File: src/rtl/hazard_pkg.sv
// Shared decode constants, multdiv FSM state type and instruction field slicers
// for the F/D-D/X hazard controller.
package hazard_pkg;

  localparam int unsigned INSTR_W = 32;
  localparam int unsigned FIELD_W = 5;

  localparam logic [FIELD_W-1:0] OP_RTYPE = 5'b00000;
  localparam logic [FIELD_W-1:0] OP_LW    = 5'b01000;
  localparam logic [FIELD_W-1:0] OP_SW    = 5'b00111;

  localparam logic [FIELD_W-1:0] ALU_MULT = 5'b00110;
  localparam logic [FIELD_W-1:0] ALU_DIV  = 5'b00111;

  typedef enum logic [1:0] {
    ST_IDLE    = 2'd0,
    ST_MD_BUSY = 2'd1,
    ST_MD_WB   = 2'd2,
    ST_ERR     = 2'd3
  } md_state_e;

  function automatic logic [FIELD_W-1:0] get_opcode(input logic [INSTR_W-1:0] ir);
    return ir[31:27];
  endfunction

  function automatic logic [FIELD_W-1:0] get_rd(input logic [INSTR_W-1:0] ir);
    return ir[26:22];
  endfunction

  function automatic logic [FIELD_W-1:0] get_rs(input logic [INSTR_W-1:0] ir);
    return ir[21:17];
  endfunction

  function automatic logic [FIELD_W-1:0] get_rt(input logic [INSTR_W-1:0] ir);
    return ir[16:12];
  endfunction

  function automatic logic [FIELD_W-1:0] get_alu_op(input logic [INSTR_W-1:0] ir);
    return ir[6:2];
  endfunction

  // R-type mult or div: the only instructions that occupy the multdiv unit
  function automatic logic is_multdiv(input logic [INSTR_W-1:0] ir);
    return (get_opcode(ir) == OP_RTYPE) &&
           ((get_alu_op(ir) == ALU_MULT) || (get_alu_op(ir) == ALU_DIV));
  endfunction

endpackage

File: src/rtl/hazard_md_fsm.sv
// Tracks the single outstanding multdiv op: issue, wait with timeout, one-cycle
// writeback slot, and a sticky error state left only by reset.
module hazard_md_fsm
  import hazard_pkg::*;
#(
  parameter int unsigned REG_W      = 5,
  parameter int unsigned MD_TIMEOUT = 64
) (
  input  logic             clock,
  input  logic             reset,
  input  logic             issue_i,
  input  logic [REG_W-1:0] issue_rd_i,
  input  logic             ready_i,
  output logic             md_start_c,
  output md_state_e        state_o,
  output logic [REG_W-1:0] pending_rd_o,
  output logic             wb_valid_o,
  output logic             timeout_err_o
);

  localparam int unsigned      TMO_W    = $clog2(MD_TIMEOUT) + 1;
  localparam logic [TMO_W-1:0] TMO_LAST = TMO_W'(MD_TIMEOUT - 1);

  md_state_e        state_q, state_d;
  logic [TMO_W-1:0] tmo_q, tmo_d;
  logic [REG_W-1:0] pend_q, pend_d;
  logic             wb_q, wb_d;
  logic             err_q, err_d;

  always_ff @(posedge clock or negedge reset) begin
    if (!reset) begin
      state_q <= ST_IDLE;
      tmo_q   <= '0;
      pend_q  <= '0;
      wb_q    <= 1'b0;
      err_q   <= 1'b0;
    end else begin
      state_q <= state_d;
      tmo_q   <= tmo_d;
      pend_q  <= pend_d;
      wb_q    <= wb_d;
      err_q   <= err_d;
    end
  end

  // Ready beats timeout when both land in the same busy cycle
  always_comb begin
    state_d    = state_q;
    tmo_d      = tmo_q;
    pend_d     = pend_q;
    md_start_c = 1'b0;
    case (state_q)
      ST_IDLE: begin
        if (issue_i) begin
          md_start_c = reset;
          pend_d     = issue_rd_i;
          tmo_d      = '0;
          state_d    = ST_MD_BUSY;
        end
      end
      ST_MD_BUSY: begin
        tmo_d = tmo_q + TMO_W'(1);
        if (ready_i) begin
          state_d = ST_MD_WB;
        end else if (tmo_d == TMO_LAST) begin
          state_d = ST_ERR;
        end
      end
      ST_MD_WB: state_d = ST_IDLE;
      ST_ERR:   state_d = ST_ERR;
      default:  state_d = ST_IDLE;
    endcase
    wb_d  = (state_d == ST_MD_WB);
    err_d = (state_d == ST_ERR);
  end

  assign state_o       = state_q;
  assign pending_rd_o  = pend_q;
  assign wb_valid_o    = wb_q;
  assign timeout_err_o = err_q;

endmodule

File: src/rtl/hazard_scoreboard.sv
// Hazard controller between F/D and D/X: load-use bubbles plus a one-deep
// multdiv scoreboard, in blocking or non-blocking issue mode.
module hazard_scoreboard
  import hazard_pkg::*;
#(
  parameter int unsigned REG_W             = 5,
  parameter int unsigned LOAD_STALL_CYCLES = 1,
  parameter int unsigned NONBLOCK_MD       = 0,
  parameter int unsigned MD_TIMEOUT        = 64,
  parameter int unsigned ZERO_REG_EXEMPT   = 1
) (
  input  logic               clock,
  input  logic               reset,
  input  logic [INSTR_W-1:0] fd_ir,
  input  logic [INSTR_W-1:0] dx_ir,
  input  logic               multdiv_result_ready,
  output logic               select_stall,
  output logic               md_start,
  output logic [REG_W-1:0]   md_pending_rd,
  output logic               md_wb_valid,
  output logic               timeout_err
);

  localparam logic [1:0] LD_RELOAD = 2'(LOAD_STALL_CYCLES - 1);

  logic [REG_W-1:0] fd_rd, fd_rs, fd_rt, dx_rd;
  logic             fd_is_sw, fd_is_md, dx_is_lw, dx_is_md;
  logic             load_use_c, load_stall_c, md_dep_c, md_stall_c;
  logic [1:0]       ld_cnt_q, ld_cnt_d;
  md_state_e        md_state;
  logic             unused_ir_bits;

  assign fd_rd    = REG_W'(get_rd(fd_ir));
  assign fd_rs    = REG_W'(get_rs(fd_ir));
  assign fd_rt    = REG_W'(get_rt(fd_ir));
  assign dx_rd    = REG_W'(get_rd(dx_ir));
  assign fd_is_sw = (get_opcode(fd_ir) == OP_SW);
  assign fd_is_md = is_multdiv(fd_ir);
  assign dx_is_lw = (get_opcode(dx_ir) == OP_LW);
  assign dx_is_md = is_multdiv(dx_ir);

  assign unused_ir_bits = ^{fd_ir[11:7], fd_ir[1:0], dx_ir[21:7], dx_ir[1:0]};

  // sw carries its store data in rd, so its rt field is not a source
  assign load_use_c = dx_is_lw &&
                      ((dx_rd != '0) || (ZERO_REG_EXEMPT == 0)) &&
                      ((fd_rs == dx_rd) || ((fd_rt == dx_rd) && !fd_is_sw));

  always_ff @(posedge clock or negedge reset) begin
    if (!reset) begin
      ld_cnt_q <= 2'd0;
    end else begin
      ld_cnt_q <= ld_cnt_d;
    end
  end

  // Remaining bubbles after the hazard cycle; a running count is never reloaded
  always_comb begin
    ld_cnt_d = ld_cnt_q;
    if (ld_cnt_q != 2'd0) begin
      ld_cnt_d = ld_cnt_q - 2'd1;
    end else if (load_use_c) begin
      ld_cnt_d = LD_RELOAD;
    end
  end

  assign load_stall_c = load_use_c || (ld_cnt_q != 2'd0);

  hazard_md_fsm #(
    .REG_W      (REG_W),
    .MD_TIMEOUT (MD_TIMEOUT)
  ) u_md_fsm (
    .clock         (clock),
    .reset         (reset),
    .issue_i       (dx_is_md),
    .issue_rd_i    (dx_rd),
    .ready_i       (multdiv_result_ready),
    .md_start_c    (md_start),
    .state_o       (md_state),
    .pending_rd_o  (md_pending_rd),
    .wb_valid_o    (md_wb_valid),
    .timeout_err_o (timeout_err)
  );

  assign md_dep_c = ((md_pending_rd != '0) || (ZERO_REG_EXEMPT == 0)) &&
                    ((fd_rs == md_pending_rd) || (fd_rt == md_pending_rd) ||
                     (fd_rd == md_pending_rd));

  always_comb begin
    md_stall_c = 1'b0;
    if (NONBLOCK_MD != 0) begin
      md_stall_c = (md_state == ST_MD_WB) || (md_state == ST_ERR) ||
                   ((md_state == ST_MD_BUSY) && (fd_is_md || md_dep_c));
    end else begin
      md_stall_c = dx_is_md || (md_state != ST_IDLE);
    end
  end

  assign select_stall = !reset || load_stall_c || md_stall_c;

endmodule

File: config.mk
export PLATFORM = sky130hd
export DESIGN_NAME = hazard_scoreboard
export DESIGN_NICKNAME = d
export VERILOG_FILES = /design/src/rtl/hazard_pkg.sv /design/src/rtl/hazard_md_fsm.sv /design/src/rtl/hazard_scoreboard.sv
export SDC_FILE = /design/constraint.sdc
export NUM_CORES = 1
export LEC_CHECK = 0
export CAP_MARGIN = 20
export CORE_MARGIN = 8
export CORE_UTILIZATION = 37
export DETAILED_ROUTE_END_ITERATION = 8
export PLACE_DENSITY_LB_ADDON = 0.08
export SETUP_SLACK_MARGIN = 0.5
export SLEW_MARGIN = 20
export SYNTH_ARGS = -nofsm -noshare
export SYNTH_HDL_FRONTEND = slang
export SYNTH_SLANG_ARGS = --single-unit
File: constraint.sdc
create_clock -name clock -period 3.29 [get_ports clock]
set_input_delay 0.658 -clock clock [delete_from_list [all_inputs] [get_ports clock]]
set_output_delay 0.658 -clock clock [all_outputs]
set_load 0.02 [all_outputs]
==> flow_summary.yaml, run 1 <==
min_path:
  min_path_type: "flop to flop"
  min_from: "ld_cnt_q[0]$_DFFE_PN0P_"
  hold_path_end: "ld_cnt_q[0]$_DFFE_PN0P_"
  hold_depth: 1
setup_path:
  end_kind: "output port"
  reg2reg_to: "u_md_fsm.timeout_err_o$_DFF_PN0_"
  reg2reg_from: "u_md_fsm.tmo_q[0]$_DFFE_PN0P_"
  crit_start: "dx_ir[6]"
  cp_data_arrival_time_ps: 2030
  worst-r2r-cell-count: 6
  path_max_fanout: 2
  path_class: "input pin to output port"
  r2r_slack_ps: 1590
  start_kind: "input pin"
  required_ps: 2630
clock_tree:
  insertion_delay_ps: 290
  clockRootBuffer: "clkbuf_4"
  cts.sinks: 18
  cts_buffer_depth: 2
  cts_tree: "yes"
  path_clk_slew_ps: 100
  cts_made_buffers: 3
  cts.htree.levels: 1
global_routing:
  grt_pass1_vias: 958
  grt_max_degree: 15
  grt-ovfl-total: 0
  grt_pass1_wl_um: 4581
  grt_use_total_pct: 11.25
  antenna_found_initial: 0
timing:
  rsz0062_at_grt: "false"
  report.final.slew_viol_count: 0
  fin_crit_sh_pct: 81.63
  setup_viol: 0
  hold_viol: 0
  skew_ps: 2.847
  timing.fmax_mhz: 372.4
  worst_pin_slew_ps: 498.7
  tns_ps: 0
  hold_ws_ps: 455.2
  period_minus_slack_ps: 2686
  max_slew_margin_pct: 66.75
yosys:
  synth_cell_type_count: 35
  synth_top_area_cell: "dfrtp_1"
  ys_seq_area_share_pct: 42.06
  syn_avg_cell_area_sq_um: 10.30
  netlist_top_cells_area: "dfrtp_1, xnor2_1, mux2_2, nand3_1, o21ai_0"
  synth.most_common_cell: "dfrtp_1"
  syn-num-nets: 173
  netlist_instances: 104
  async_flop_share_pct: 100.0
  synth_common_cells: "dfrtp_1, xnor2_1, nor2_1, nand2_1"
  synth_area_sq_um: 1071
  synth_top_area_share_pct: 42.06
  yosys_warnings: 0
  synth_ff_type: "dfrtp_1"
  ys_ff_latch: 18
  synth-edff-count: 0
detailed_routing:
  drt_first_pass_iters: 4
  num_vias: 960
  drtAntennaViolNets: 0
  drcViolationCount: 0
  wl_per_cell_um: 14.92
  wl_um: 2715
  drt_iter0_drc: 24
  via_per_inst: 5.275
final_layout:
  insertedDiodeCount: 0
  fin_cells: 182
  drive_gt1_share_pct: 13.91
  synthToLayoutAreaGrowth_pct: 46.96
  utilization_pct: 57.08
  nets: 221
power:
  vdd_drop_max_v: 0.0003108
  p_leak_nw: 0.7158
  p_per_area_nw_per_um2: 380.8
placement:
  gp_congestion: 0.8397
  place_inst: 176
  portBuffers: 40
  hpwl_um: 2119
outcome:
  status: "finished, final reports clean"
floorplan:
  die_y_um: 69.80
  num_io_pins: 76
  die_area_sq_um: 4872
  row_count: 19
  fp.coreArea_sq_um: 2758
  die_w_um: 69.80
  initial_core_util_pct: 38.84
run:
  cap_violations: 0
[worst max-delay path, cell delays in order]
cell and delay, ps:
clkdlybuf4s50_1 450, nor4b_4 360, nand4_4 130, nor2_1 90, dlygate4sd2_1 330
[layout by cell type (no fill, tap or decap), types with 5 or more instances in the layout]
| master | instances |
|---|---|
| nor2_1 | 8 |
| o21ai_0 | 6 |
| nand3_1 | 6 |
| mux2_2 | 5 |
| nand2_1 | 7 |
| dfrtp_1 | 18 |
| inv_1 | 6 |
| clkdlybuf4s50_1 | 35 |
| buf_4 | 5 |
| xnor2_1 | 13 |
[timing repair]
item                       in CTS  in global routing
pin swaps                       1                  1
setup buffers                   1                  1
hold buffers                    0                  0
setup endpoints to repair       2                  2
resized for setup               2                  5
[kinds of logic (layout without fill, tap and decap cells)]
family | count (synthesis) | in the layout | synth area share [%]
xor+xnor | 13 | 13 | 10.63
compound gates | 21 | 21 | 13.08
flops | 18 | 18 | 42.06
simple gates | 36 | 36 | 22.55
buf+inv | 8 | 55 | 3.154
fa+ha+maj | 2 | 2 | 2.336
mux | 6 | 6 | 6.191
[metrics by stage]
step | setup WS [ps] | total power [mW] | cell area, sq um
floorplan | 1104 | 0.3885 | 1071
global placement | 113.0 | 0.4610 | 1521
detailed placement | 113.9 | 0.4669 | 1521
CTS | 332.7 | 0.6078 | 1563
global route | 517.0 | 0.6445 | 1574
finish | 604.4 | 0.5994 | 1574
[cell type report]
type | instances | area, sq um
Fill cell | 249 | 1184
Multi-Input combinational cell | 78 | 586.8
Sequential cell | 18 | 450.4
Timing Repair Buffer | 45 | 439.2
Tap cell | 31 | 38.79
Clock buffer | 4 | 36.28
Inverter | 6 | 22.52
[power breakdown]
group	internal, mW	leakage [nW]	total (mW)	switching (mW)
Combinational	0.105	0.471	0.193	0.0878
Clock	0.0675	0.0210	0.134	0.0669
Sequential	0.242	0.224	0.272	0.0299
[per-layer routing]
metal | vias up | part of all wire [%] | track usage [%]
met4 | 0 | 1.9 | 4.018
met3 | 7 | 5.0 | 2.861
met1 | 448 | 51 | 15.18
met5 | - | 0 | 0
met2 | 41 | 42 | 16.75
li1 | 464 | - | -
[how the worst max path moves through the flow]
stage	slack (ps)	depth (start not counted)	to
floorplan	1100	3	md_start
global placement	110	5	select_stall
detailed placement	110	5	select_stall
CTS	330	5	select_stall
global route	520	5	md_start
finish	600	5	md_start
[registers in the layout, summed over array words and instances (netlist names)]
name                    cells
u_md_fsm.timeout_err_o      1
ld_cnt_q                    2
u_md_fsm.tmo_q              7
u_md_fsm.pending_rd_o       5
u_md_fsm.state_o            2
u_md_fsm.wb_valid_o         1
Power figures use the tool's default switching activity.
==> run 2: changes to the inputs <==
- CORE_UTILIZATION: 37 -> 34
- clock period: 3.29 -> 2.7 ns (I/O delays scaled with it)
==> run 2 against run 1 <==
Compared with the run above:
- critical path depth unchanged
- critical path type unchanged
- worst hold slack better by 9.9 ps
- combinational power is 19% higher
- largest power group unchanged
- first-iteration DRC count up 17%
==> flow_summary.yaml, run 2 (same netlist as run 1, synthesis figures left out) <==
timing:
  period_minus_slack_ps: 2163
  setup_viol: 0
  max_slew_margin_pct: 65.25
  hold_viol: 0
  worst_pin_slew_ps: 521.2
  setup_ws_ps: 536.7
  skew_ps: 3.298
  report.final.slew_viol_count: 0
  timing.fmax_mhz: 462.3
  fin_crit_sh_pct: 80.12
  hold_ws_ps: 465.1
  rsz0062_at_grt: "true"
power:
  p_per_area_nw_per_um2: 455.1
  p_seq_share_pct: 45.2
  p_sw_mw: 0.2325
  clkPwrFrac_pct: 23.4
  vdd_drop_max_v: 0.0002499
  internal-power_mw: 0.4981
  finalPower_mw: 0.7306
  switching_share_pct: 31.82
  power_frac_comb_pct: 31.4
  p_leak_nw: 0.7657
detailed_routing:
  drt_iter0_drc: 28
  drtAntennaViolNets: 0
  drt_first_pass_iters: 2
  drcViolationCount: 0
  wl_um: 2807
  num_vias: 949
  wl_per_cell_um: 14.11
  via_per_inst: 4.769
global_routing:
  grt_pass1_wl_um: 4623
  grt_pass1_vias: 976
  grt_use_total_pct: 11.35
  antenna_found_initial: 0
  grt-ovfl-total: 0
  grt_max_degree: 19
placement:
  portBuffers: 40
  hpwl_um: 2153
  post-place-ws_ps: -255.7
  gp_congestion: 0.7693
clock_tree:
  cts.htree.levels: 1
  cts.sinks: 18
  cts_made_buffers: 3
  path_clk_slew_ps: 100
  cts_buffer_depth: 2
  insertion_delay_ps: 300
  clockRootBuffer: "clkbuf_4"
  cts_tree: "yes"
final_layout:
  nets: 225
  final_cell_mix: "dlygate4sd2_1, dfrtp_1, xnor2_1, clkdlybuf4s50_1, buf_4"
  drive_gt1_share_pct: 23.23
  insertedDiodeCount: 0
  synthToLayoutAreaGrowth_pct: 49.88
  largest_reg_flops: 7
  fillers: 280
  regMostFlops: "u_md_fsm.tmo_q"
  final_common_cell: "dlygate4sd2_1"
floorplan:
  die_y_um: 72.13
  die_w_um: 72.13
  initial_core_util_pct: 35.37
  fp.coreArea_sq_um: 3028
  row_count: 20
  die_area_sq_um: 5202
  num_io_pins: 76
setup_path:
  required_ps: 2160
  path_max_fanout: 4
  end_kind: "output port"
  cp_data_arrival_time_ps: 1620
  start_kind: "input pin"
  path_class: "input pin to output port"
outcome:
  status: "finished, final reports clean"
min_path:
  min_path_type: "flop to flop"
run:
  cap_violations: 0
[run 2: cell count changes in the layout (fill, tap and decap cells not counted), sizes merged]
| cell | before | now |
|---|---|---|
| clkdlybuf4s50 | 35 | 10 |
| dlymetal6s2s | 3 | 2 |
| dlygate4sd2 | 1 | 19 |
| buf | 5 | 15 |
| clkdlybuf4s15 | 0 | 2 |
[run 2: worst max-delay path, stage by stage]
cell	delay, ps
buf_2	130
or4_4	540
o2111ai_2	200
nand2_1	80
buf_6	130
[run 2: through the flow]
stage                     TNS (ps)  instances  area [sq um]  util (%)
after global routing             0        199          1605     53.02
after floorplan                  0        104          1071         -
after global placement      -322.1        192          1560     51.53
final                            0        199          1605     53.02
after detailed placement    -331.9        192          1560     51.53
after CTS                        0        199          1583     52.27
[run 2: layer usage]
layer  global-route usage (%)  part of all wire [%]
met4                    6.803                   2.1
met3                    3.444                    11
met2                    17.15                    42
met1                    13.78                    45
met5                        0                     0
[run 2: power by group through the flow]
stage	sequential [mW]	clock (mW)	combinational (mW)
2_1_floorplan	0.327	0	0.146
3_3_place_gp	0.333	0	0.234
3_5_place_dp	0.335	0	0.240
4_1_cts	0.329	0.177	0.230
5_1_grt	0.335	0.187	0.261
6_report	0.330	0.171	0.229
[run 2: final timing paths]
| path | from | end | slack [ps] | cells after the start |
|---|---|---|---|---|
| min in group asynchronous | reset | u_md_fsm.tmo_q[2]$_DFFE_PN0P_ | 610 | 2 |
| hold reg to reg | ld_cnt_q[0]$_DFFE_PN0P_ | ld_cnt_q[0]$_DFFE_PN0P_ | 470 | 1 |
| setup / recovery | dx_ir[25] | select_stall | 540 | 5 |
| max in group asynchronous | reset | u_md_fsm.state_o[1]$_DFF_PN0_ | 1900 | 2 |
| hold / removal | ld_cnt_q[0]$_DFFE_PN0P_ | ld_cnt_q[0]$_DFFE_PN0P_ | 470 | 1 |
| setup reg to reg | u_md_fsm.state_o[0]$_DFF_PN0_ | u_md_fsm.tmo_q[5]$_DFFE_PN0P_ | 1060 | 7 |
[run 2: what timing repair did]
action,4_1_cts,5_1_grt
buffers inserted,3,0
setup endpoints to repair,2,2
pin swaps,19,10
hold buffers,0,0
resized for setup,49,11
[run 2: layout make-up]
type                       count  area (sq um)  area share, %
sequential                    18         450.4          28.06
inverter                       6         22.52          1.403
tap                           44         55.05          3.429
timing repair buffer          49         422.9          26.34
multi-input combinational     78         618.1          38.50
clock buffer                   4         36.28          2.260
